File: src/rtl/intr_ctrl_if.sv
// Signal bundle between the MCU control unit and intr_ctrl.
// master drives requests, mask and handshakes; slave is the controller.
interface intr_ctrl_if #(
  parameter int N_SRC = 4
);
  localparam int IDW = (N_SRC > 1) ? $clog2(N_SRC) : 1;

  logic [N_SRC-1:0] src_in;
  logic             mask_we;
  logic [N_SRC-1:0] mask_din;
  logic             sei;
  logic             cli;
  logic             int_ack;
  logic             retie;
  logic             flag_c_in;
  logic             flag_z_in;

  logic             int_req;
  logic [IDW-1:0]   int_id;
  logic [9:0]       int_vec;
  logic             int_en;
  logic             in_service;
  logic [N_SRC-1:0] pending_q;
  logic [N_SRC-1:0] mask_q;
  logic             flag_c_shad;
  logic             flag_z_shad;

  modport master (
    output src_in, mask_we, mask_din, sei, cli, int_ack, retie, flag_c_in, flag_z_in,
    input  int_req, int_id, int_vec, int_en, in_service, pending_q, mask_q,
           flag_c_shad, flag_z_shad
  );

  modport slave (
    input  src_in, mask_we, mask_din, sei, cli, int_ack, retie, flag_c_in, flag_z_in,
    output int_req, int_id, int_vec, int_en, in_service, pending_q, mask_q,
           flag_c_shad, flag_z_shad
  );
endinterface

File: src/rtl/intr_ctrl.sv
// Edge-latching interrupt controller: pending/mask/I-flag -> single request, ack -> ISR until RETIE.
// src_in rise to int_req is 2 cycles (4 with INTR_SYNC_EN input synchronizers); no nesting, requests wait out SERVICE.
module intr_ctrl #(
  parameter int         N_SRC    = 4,
  parameter logic [9:0] VEC_BASE = 10'h3F8
) (
  input  logic       clk,
  input  logic       reset,
  intr_ctrl_if.slave bus
);
  localparam int IDW = (N_SRC > 1) ? $clog2(N_SRC) : 1;

  typedef enum logic [1:0] {
    IDLE    = 2'd0,
    REQ     = 2'd1,
    SERVICE = 2'd2
  } state_t;

  state_t           state_q;
  state_t           state_n;

  logic [N_SRC-1:0] src_s;
  logic [N_SRC-1:0] src_prev;
  logic [N_SRC-1:0] rise;
  logic [N_SRC-1:0] pending_r;
  logic [N_SRC-1:0] pending_n;
  logic [N_SRC-1:0] mask_r;
  logic [N_SRC-1:0] eligible;
  logic [N_SRC-1:0] clr;
  logic [IDW-1:0]   win;
  logic [IDW-1:0]   id_r;
  logic [IDW-1:0]   id_out;
  logic             en_r;
  logic             en_n;
  logic             c_shad_r;
  logic             z_shad_r;
  logic             req;
  logic             svc;
  logic             ack_acc;
  logic             retie_acc;

`ifdef INTR_SYNC_EN
  logic [N_SRC-1:0] sync1;
  logic [N_SRC-1:0] sync2;

  always_ff @(posedge clk or posedge reset) begin
    if (reset) begin
      sync1 <= '0;
      sync2 <= '0;
    end else begin
      sync1 <= bus.src_in;
      sync2 <= sync1;
    end
  end

  assign src_s = sync2;
`else
  assign src_s = bus.src_in;
`endif

  assign rise     = src_s & ~src_prev;
  assign eligible = pending_r & mask_r;

  // Lowest index wins: scan downward so the last hit is the smallest.
  always_comb begin
    win = '0;
    for (int i = N_SRC - 1; i >= 0; i--) begin
      if (eligible[i]) win = IDW'(i);
    end
  end

  always_ff @(posedge clk or posedge reset) begin
    if (reset) state_q <= IDLE;
    else       state_q <= state_n;
  end

  always_comb begin
    state_n   = state_q;
    req       = 1'b0;
    svc       = 1'b0;
    ack_acc   = 1'b0;
    retie_acc = 1'b0;
    id_out    = id_r;
    unique case (state_q)
      IDLE: begin
        if (en_r && (|eligible)) state_n = REQ;
      end
      REQ: begin
        // Request drops the same cycle eligibility or I goes away, so an ack can never hit an empty winner.
        req = en_r && (|eligible);
        if (req) begin
          id_out = win;
          if (bus.int_ack) begin
            ack_acc = 1'b1;
            state_n = SERVICE;
          end
        end else begin
          state_n = IDLE;
        end
      end
      SERVICE: begin
        svc = 1'b1;
        if (bus.retie) begin
          retie_acc = 1'b1;
          state_n   = IDLE;
        end
      end
      default: state_n = IDLE;
    endcase
  end

  // A fresh edge on the acknowledged source outranks the clear.
  assign clr       = ack_acc ? (N_SRC'(1) << win) : '0;
  assign pending_n = (pending_r & ~clr) | rise;

  always_comb begin
    en_n = en_r;
    if (bus.sei)  en_n = 1'b1;
    if (retie_acc) en_n = 1'b1;
    if (ack_acc)  en_n = 1'b0;
    if (bus.cli)  en_n = 1'b0;
  end

  always_ff @(posedge clk or posedge reset) begin
    if (reset) begin
      src_prev  <= '0;
      pending_r <= '0;
      mask_r    <= '1;
      en_r      <= 1'b0;
      c_shad_r  <= 1'b0;
      z_shad_r  <= 1'b0;
      id_r      <= '0;
    end else begin
      src_prev  <= src_s;
      pending_r <= pending_n;
      en_r      <= en_n;
      if (bus.mask_we) mask_r <= bus.mask_din;
      if (ack_acc) begin
        id_r     <= win;
        c_shad_r <= bus.flag_c_in;
        z_shad_r <= bus.flag_z_in;
      end
    end
  end

  assign bus.int_req     = req;
  assign bus.in_service  = svc;
  assign bus.int_id      = id_out;
  assign bus.int_vec     = VEC_BASE + 10'(id_out);
  assign bus.int_en      = en_r;
  assign bus.pending_q   = pending_r;
  assign bus.mask_q      = mask_r;
  assign bus.flag_c_shad = c_shad_r;
  assign bus.flag_z_shad = z_shad_r;
endmodule

File: src/flat_wrapper.sv
// flat-port wrapper written by rule: the top's interface ports become plain ports
module intr_ctrl_flat 
#(
  parameter int         N_SRC    = 4,
  parameter logic [9:0] VEC_BASE = 10'h3F8
)
  (clk, reset, bus_src_in, bus_mask_we, bus_mask_din, bus_sei, bus_cli, bus_int_ack, bus_retie, bus_flag_c_in, bus_flag_z_in, bus_int_req, bus_int_id, bus_int_vec, bus_int_en, bus_in_service, bus_pending_q, bus_mask_q, bus_flag_c_shad, bus_flag_z_shad);
  intr_ctrl_if #(.N_SRC(N_SRC)) bus_i ();
  input  logic clk;
  input  logic reset;
  input wire logic [$bits(bus_i.src_in)-1:0] bus_src_in;
  input wire logic [$bits(bus_i.mask_we)-1:0] bus_mask_we;
  input wire logic [$bits(bus_i.mask_din)-1:0] bus_mask_din;
  input wire logic [$bits(bus_i.sei)-1:0] bus_sei;
  input wire logic [$bits(bus_i.cli)-1:0] bus_cli;
  input wire logic [$bits(bus_i.int_ack)-1:0] bus_int_ack;
  input wire logic [$bits(bus_i.retie)-1:0] bus_retie;
  input wire logic [$bits(bus_i.flag_c_in)-1:0] bus_flag_c_in;
  input wire logic [$bits(bus_i.flag_z_in)-1:0] bus_flag_z_in;
  output wire logic [$bits(bus_i.int_req)-1:0] bus_int_req;
  output wire logic [$bits(bus_i.int_id)-1:0] bus_int_id;
  output wire logic [$bits(bus_i.int_vec)-1:0] bus_int_vec;
  output wire logic [$bits(bus_i.int_en)-1:0] bus_int_en;
  output wire logic [$bits(bus_i.in_service)-1:0] bus_in_service;
  output wire logic [$bits(bus_i.pending_q)-1:0] bus_pending_q;
  output wire logic [$bits(bus_i.mask_q)-1:0] bus_mask_q;
  output wire logic [$bits(bus_i.flag_c_shad)-1:0] bus_flag_c_shad;
  output wire logic [$bits(bus_i.flag_z_shad)-1:0] bus_flag_z_shad;
  assign bus_i.src_in = bus_src_in;
  assign bus_i.mask_we = bus_mask_we;
  assign bus_i.mask_din = bus_mask_din;
  assign bus_i.sei = bus_sei;
  assign bus_i.cli = bus_cli;
  assign bus_i.int_ack = bus_int_ack;
  assign bus_i.retie = bus_retie;
  assign bus_i.flag_c_in = bus_flag_c_in;
  assign bus_i.flag_z_in = bus_flag_z_in;
  assign bus_int_req = bus_i.int_req;
  assign bus_int_id = bus_i.int_id;
  assign bus_int_vec = bus_i.int_vec;
  assign bus_int_en = bus_i.int_en;
  assign bus_in_service = bus_i.in_service;
  assign bus_pending_q = bus_i.pending_q;
  assign bus_mask_q = bus_i.mask_q;
  assign bus_flag_c_shad = bus_i.flag_c_shad;
  assign bus_flag_z_shad = bus_i.flag_z_shad;
  intr_ctrl #(.N_SRC(N_SRC), .VEC_BASE(VEC_BASE)) u_core (.clk(clk), .reset(reset), .bus(bus_i));
endmodule
File: config.mk
export PLATFORM = sky130hd
export DESIGN_NAME = intr_ctrl_flat
export DESIGN_NICKNAME = d
export VERILOG_FILES = /design/src/rtl/intr_ctrl_if.sv /design/src/rtl/intr_ctrl.sv /design/src/flat_wrapper.sv
export SDC_FILE = /design/constraint.sdc
export NUM_CORES = 1
export LEC_CHECK = 0
export CAP_MARGIN = 20
export CORE_AREA = 2 2 55 57
export DETAILED_ROUTE_END_ITERATION = 12
export DIE_AREA = 0 0 57 59
export PLACE_DENSITY = 0.67
export REMOVE_ABC_BUFFERS = 1
export SLEW_MARGIN = 20
export SYNTH_ARGS = -nofsm -noshare
export SYNTH_HDL_FRONTEND = slang
export SYNTH_SLANG_ARGS = --single-unit
export TNS_END_PERCENT = 100
File: constraint.sdc
create_clock -name clk -period 2.91 [get_ports clk]
set_input_delay 0.873 -clock clk [delete_from_list [all_inputs] [get_ports clk]]
set_output_delay 0.873 -clock clk [all_outputs]
set_load 0.005 [all_outputs]
==> qor.csv, run 1 <==
stage;metric;value;unit
pwr;leakage dissipation;0.000588;uW
global_routing;vias in the first global route;686;
floorplan;I/O Pins;42;
sta;Max Freq;354;MHz
critical_path;CP max stage cell;dfstp_2;
global_routing;grt total ovfl;0;
placement;dpl hpwl;1.35;mm
logic_synthesis;Distinct cells, synth;25;
sta;Worst Hold Slack;522;ps
global_routing;first-pass GRT wire length;3.02;mm
global_routing;largest net degree at the start of global routing;20;
global_routing;antenna violations before repair;0;
pwr;Worst VDD drop;0.000311;V
sta;min Tclk post-route;2830;ps
clock_network;Root Buffer;clkbuf_4;
critical_path;Critical Path Sink Type;output port;
floorplan;Die W;57;um
critical_path;Critical Path, Cell by Cell;a22o_1, nand2b_4, and3_4, mux2_2, dlygate4sd2_1;
floorplan;initial core utilization;34.1;%
floorplan;CORE AREA;2710;um2
route;wire length per cell;12.6;um
clock_network;Max Buffers Root-to-Sink;2;
clock_network;worst-skew pair later-pin latency;310;ps
route;Pre-antenna DRT Iters;4;
outcome;status;complete, no violations;
pwr;Comb power frac;31.3;%
final_layout;non-filler instance count after layout;143;
route;# DRC;0;
sta;Tightest Pin Transition;714;ps
placement;port bufs;33;
sta;Final period util;97.2;%
sta;Max-slew headroom;52.4;%
sta;final setup fails;0;
route;Routed WL;1.81;mm
final_layout;area growth from synthesis to layout;37.9;%
pwr;clock network fraction of total power;20.0;%
route;Vias;658;
route;antenna viol nets, final;0;
critical_path;critical path class;register to output port;
final_layout;layout cells sized above 1;21.4;%
clock_network;clk sinks;19;
final_layout;ant diodes;0;
critical_path;CP delay by family, top;flip-flops;
critical_path;CP Launch Type;register;
logic_synthesis;Post-Synthesis Cells;77;
logic_synthesis;syn avg cell area;12.0;um2
floorplan;Cell Rows;19;
critical_path;Slowest Stage Delay on Critical Path;540;ps
sta;clk_skew;1.30;ps
placement;Post-Place Cells;136;
global_routing;Total GRT Usage;11.8;%
placement;GPL Wtd Cong;0.712;
pwr;Sw Ratio;26.9;%
critical_path;worst path bufs/invs;1;
clock_network;hold-fix buffers at CTS;0;
pwr;internal power;505;uW
floorplan;die area;3360;um2
pwr;Cell Pwr Density;543;nW/um2
clock_network;htree depth;1;
job;Max Cap Violations;0;
critical_path;WP data required;2040;ps
route;DRT iter0 DRCs;11;
sta;RSZ-0062 raised after global routing;false;
logic_synthesis;sequential-to-total area share from yosys stat;52.0;%
sta;setup_tns;0;ps
critical_path;Critical Path AT;1950;ps
pwr;Pwr Total;691;uW
sta;Hold Fails Final Rpt;0;
final_layout;net count reported at finish;130;
sta;max-slew violation count;0;
clock_network;CTS Buf Count;3;
critical_path;Crit Path Max Fanout;3;
clock_network;clock transition at the registers of the reported paths;110;ps
clock_network;CTS tree;yes;
logic_synthesis;Synth Cell Area;923;um2
floorplan;die outline height;59;um
hold_path;Worst Hold Class;register to register;
logic_synthesis;flops & latches, synth;19;
pwr;share of power burned in registers;48.6;%
logic_synthesis;synth warn;0;
pwr;Net Sw Power;186;uW
route;vias per inst;4.60;
==> cells in the mapped netlist <==
| library cell | instances | share of area [%] |
|---|---|---|
| dfrtp_1 | 15 | 41 |
| buf_4 | 10 | 8.1 |
| inv_1 | 6 | 2.4 |
| mux2_2 | 6 | 7.3 |
| a22o_1 | 5 | 4.7 |
| nand2_1 | 5 | 2.0 |
| dfstp_2 | 4 | 11 |
| mux2_4 | 3 | 4.9 |
| nor2_1 | 3 | 1.2 |
| a21oi_1 | 2 | 1.1 |
| conb_1 | 2 | 0.81 |
| nand3_1 | 2 | 1.1 |
| nor2b_1 | 2 | 1.4 |
| a211oi_1 | 1 | 0.81 |
| a21o_1 | 1 | 0.81 |
| a22oi_4 | 1 | 2.3 |
| a2bb2oi_1 | 1 | 0.95 |
| a32oi_1 | 1 | 0.95 |
| and2_4 | 1 | 0.95 |
| and3_1 | 1 | 0.68 |
| and3_4 | 1 | 1.2 |
| buf_6 | 1 | 1.2 |
| nand2b_4 | 1 | 1.5 |
| nand4b_1 | 1 | 0.95 |
| nor3_1 | 1 | 0.54 |
==> power groups by stage <==
stage | Combinational [uW] | Clock, uW | Sequential (uW)
final | 217 | 138 | 336
after global routing | 236 | 155 | 343
after floorplan | 94.3 | 0 | 339
after CTS | 220 | 143 | 337
after detailed placement | 227 | 0 | 342
after global placement | 225 | 0 | 343
==> cell usage in the layout (no fill, tap or decap), types with 2 or more instances in the layout <==
master	n
dlygate4sd2_1	4
nor2b_1	2
dfstp_2	4
inv_1	6
a22o_1	5
mux2_2	6
dfrtp_1	15
clkbuf_4	3
conb_1	8
clkdlybuf4s50_1	29
nor2_1	3
buf_4	3
mux2_4	3
nand2_1	5
nand3_1	2
a21oi_1	2
==> path summary, 6_finish.rpt <==
path,startpoint,to,slack [ps],cells past startpoint
min in group asynchronous,reset,u_core.bus.pending_q[1],970,2
hold reg to reg,u_core.bus.flag_z_shad,u_core.bus.flag_z_shad,520,1
setup reg to reg,u_core.bus.int_en,u_core.id_r[0],1380,4
hold / removal,u_core.bus.flag_z_shad,u_core.bus.flag_z_shad,520,1
max in group asynchronous,reset,u_core.src_prev[3],1500,2
setup / recovery,u_core.bus.mask_q[1],bus_int_vec[1],80,5
==> logic make-up (layout without fill, tap and decap cells) <==
group           count (synthesis)  in the layout  share of synthesized area, %
buf+inv                        17             46                          11.8
other cells                     2              8                         0.813
simple gates                   18             18                          11.5
flops                          19             19                          52.0
mux                             9              9                          12.2
compound gates                 12             12                          11.7
==> metal layers <==
layer | vias up | global-route usage (%) | part of all wire, %
li1 | 314 | - | -
met1 | 308 | 13.7 | 43
met2 | 31 | 19.5 | 46
met3 | 5 | 3.49 | 8.1
met4 | 0 | 6.98 | 2.6
met5 | - | 0 | 0
==> worst register-to-register path, cell delays in order (launching register included) <==
cell and delay [ps]:
dfrtp_1 400, nor2b_1 250, and3_1 270, and2_4 210, mux2_4 300
==> cell type report <==
type / instances / area [um2]
Clock buffer: 3 / 22.5
Sequential cell: 19 / 480
Inverter: 6 / 22.5
Tap cell: 31 / 38.8
Multi-Input combinational cell: 47 / 357
Timing Repair Buffer: 36 / 348
Fill cell: 262 / 1440
Clock inverter: 1 / 5.00
==> state kept, by name, summed over array words and instances, names as in the netlist <==
signal                  count
u_core.src_prev             4
u_core.state_q              2
u_core.bus.flag_c_shad      1
u_core.id_r                 2
u_core.bus.pending_q        4
u_core.bus.int_en           1
u_core.bus.mask_q           4
u_core.bus.flag_z_shad      1
==> stage by stage <==
| stage | util [%] | area, um2 | setup slack (ps) |
|---|---|---|---|
| 6_report | 47.0 | 1270 | 82.4 |
| 5_1_grt | 47.0 | 1270 | 6.77 |
| 3_3_place_gp | 45.3 | 1230 | 179 |
| 2_1_floorplan | - | 860 | 621 |
| 4_1_cts | 47.0 | 1270 | 67.9 |
| 3_5_place_dp | 45.3 | 1230 | 145 |
==> repair_timing <==
item,in CTS,in global routing
gates resized for setup,4,0
setup buffers,3,0
endpoints found under the setup margin,4,0
No activity file was read; power rests on OpenSTA's default activity.
==> inputs of run 2 (changes only) <==
Settings changed: CORE_AREA 2 2 55 57 to 2 2 63 65, DIE_AREA 0 0 57 59 to 0 0 65 67, PLACE_DENSITY 0.67 to unset.
==> qor.csv, run 2 (synthesized netlist as in run 1, its figures left out) <==
stage;metric;value;unit
route;Pre-antenna DRT Iters;2;
floorplan;CORE AREA;3610;um2
final_layout;net count reported at finish;130;
critical_path;worst r2r src;u_core.bus.int_en;
route;wire length per cell;12.1;um
critical_path;CP max stage cell;dfstp_2;
critical_path;flop-to-flop setup slack;1390;ps
hold_path;hold endpoint;u_core.bus.flag_z_shad;
sta;setup_tns;0;ps
critical_path;cell count along the critical path;5;
placement;dpl hpwl;1.47;mm
critical_path;Critical Path Sink Type;output port;
critical_path;Reg-to-Reg End;u_core.bus.flag_c_shad;
final_layout;most common cell after layout, fill and taps aside;clkdlybuf4s50_1;
route;# DRC;0;
sta;max-slew violation count;0;
route;Routed WL;1.93;mm
placement;GPL Wtd Cong;0.731;
clock_network;clk sinks;19;
sta;Final period util;95.1;%
global_routing;first-pass GRT wire length;3.23;mm
critical_path;Slowest Stage Delay on Critical Path;540;ps
critical_path;Critical Path, Cell by Cell;a22o_1, nand2b_4, and3_4, mux2_2, dlygate4sd2_1;
final_layout;ant diodes;0;
outcome;status;complete, no violations;
global_routing;grt total ovfl;0;
floorplan;initial core utilization;25.6;%
critical_path;cells on worst reg2reg path;4;
clock_network;htree depth;1;
route;Vias;669;
clock_network;CTS Buf Count;3;
final_layout;area growth from synthesis to layout;42.1;%
pwr;Cell Pwr Density;559;nW/um2
final_layout;most frequent cells in the layout;clkdlybuf4s50_1, dfrtp_1, conb_1;
clock_network;Max Buffers Root-to-Sink;2;
sta;Max Freq;361;MHz
route;vias per inst;4.18;
route;antenna viol nets, final;0;
placement;port bufs;33;
pwr;Worst VDD drop;0.000174;V
hold_path;Worst Hold Class;register to register;
critical_path;critical path class;register to output port;
sta;Tightest Pin Transition;717;ps
floorplan;die area;4360;um2
clock_network;clock transition at the registers of the reported paths;70;ps
hold_path;WHS Path Cells;1;
sta;min Tclk post-route;2770;ps
global_routing;Total GRT Usage;10.0;%
global_routing;vias in the first global route;681;
pwr;leakage dissipation;0.000593;uW
floorplan;die outline height;67;um
sta;clk_skew;0.616;ps
sta;final setup fails;0;
floorplan;Cell Rows;22;
clock_network;Root Buffer;clkbuf_8;
final_layout;layout cells sized above 1;20.5;%
critical_path;Critical Path AT;1890;ps
floorplan;I/O Pins;42;
critical_path;worst path bufs/invs;1;
sta;RSZ-0062 raised after global routing;false;
floorplan;Die W;65;um
clock_network;worst-skew pair later-pin latency;250;ps
sta;Max-slew headroom;52.2;%
global_routing;largest net degree at the start of global routing;20;
critical_path;CP Launch Type;register;
critical_path;CP delay by family, top;flip-flops;
job;Max Cap Violations;0;
global_routing;antenna violations before repair;0;
clock_network;CTS tree;yes;
route;DRT iter0 DRCs;6;
critical_path;WP data required;2040;ps
sta;Worst Hold Slack;511;ps
sta;Hold Fails Final Rpt;0;
hold_path;hold wc startpoint;u_core.bus.flag_z_shad;
critical_path;Crit Path Max Fanout;3;
[run 2: cell count changes in the layout (fill, tap and decap cells not counted)]
cell	change
clkbuf_1	+1
clkbuf_4	-3
clkbuf_8	+3
clkinv_2	-1
[run 2: layout make-up]
cell class | count | area (um2)
inverters | 6 | 22.5
multi-input cells | 47 | 357
repair buffers | 36 | 348
fillers | 361 | 2290
well taps | 48 | 60.1
flip-flops and latches | 19 | 480
clock buffers | 4 | 45.0
[run 2: worst max-delay path by stage]
stage / startpoint / end
2_1_floorplan: u_core.bus.mask_q[0] / bus_int_id[0]
6_report: u_core.bus.mask_q[0] / bus_int_id[0]
5_1_grt: u_core.bus.mask_q[0] / bus_int_id[0]
4_1_cts: u_core.bus.mask_q[1] / bus_int_id[0]
3_3_place_gp: u_core.bus.mask_q[0] / bus_int_id[0]
3_5_place_dp: u_core.bus.mask_q[0] / bus_int_id[0]
[run 2: where the power goes]
| group | total (uW) | switching (uW) | internal, uW |
|---|---|---|---|
| Combinational | 218 | 71.5 | 146 |
| Sequential | 336 | 27.8 | 308 |
| Clock | 180 | 82.4 | 97.2 |
| Total | 733 | 182 | 552 |
[run 2: routing by layer]
layer | track usage, % | vias to the layer above | part of all wire (%)
met5 | 0 | - | 0
met4 | 4.79 | 0 | 1.6
met3 | 4.05 | 4 | 7.7
met2 | 15.7 | 19 | 47
met1 | 11.9 | 331 | 43
li1 | - | 315 | -
[run 2: metrics by stage]
stage               utilization, %  instances  power [uW]  cell area, um2  worst slack [ps]
floorplan                        -         72         433             860               621
global placement              34.7        153         569            1250               164
detailed placement            34.7        153         573            1250               110
CTS                           36.4        160         743            1310               138
global route                  36.4        160         783            1310              64.2
finish                        36.4        160         733            1310               142
[run 2: repair_timing]
item	4_1_cts	5_1_grt
hold buffers	0	0
setup buffers	3	0
endpoints found under the setup margin	4	0
gates resized for setup	4	0
==> inputs of run 3 (changes only) <==
Settings changed: HOLD_SLACK_MARGIN set to 0.05.
==> results of run 3 <==
Final layout, timing and power as in run 2 (identical DEF).
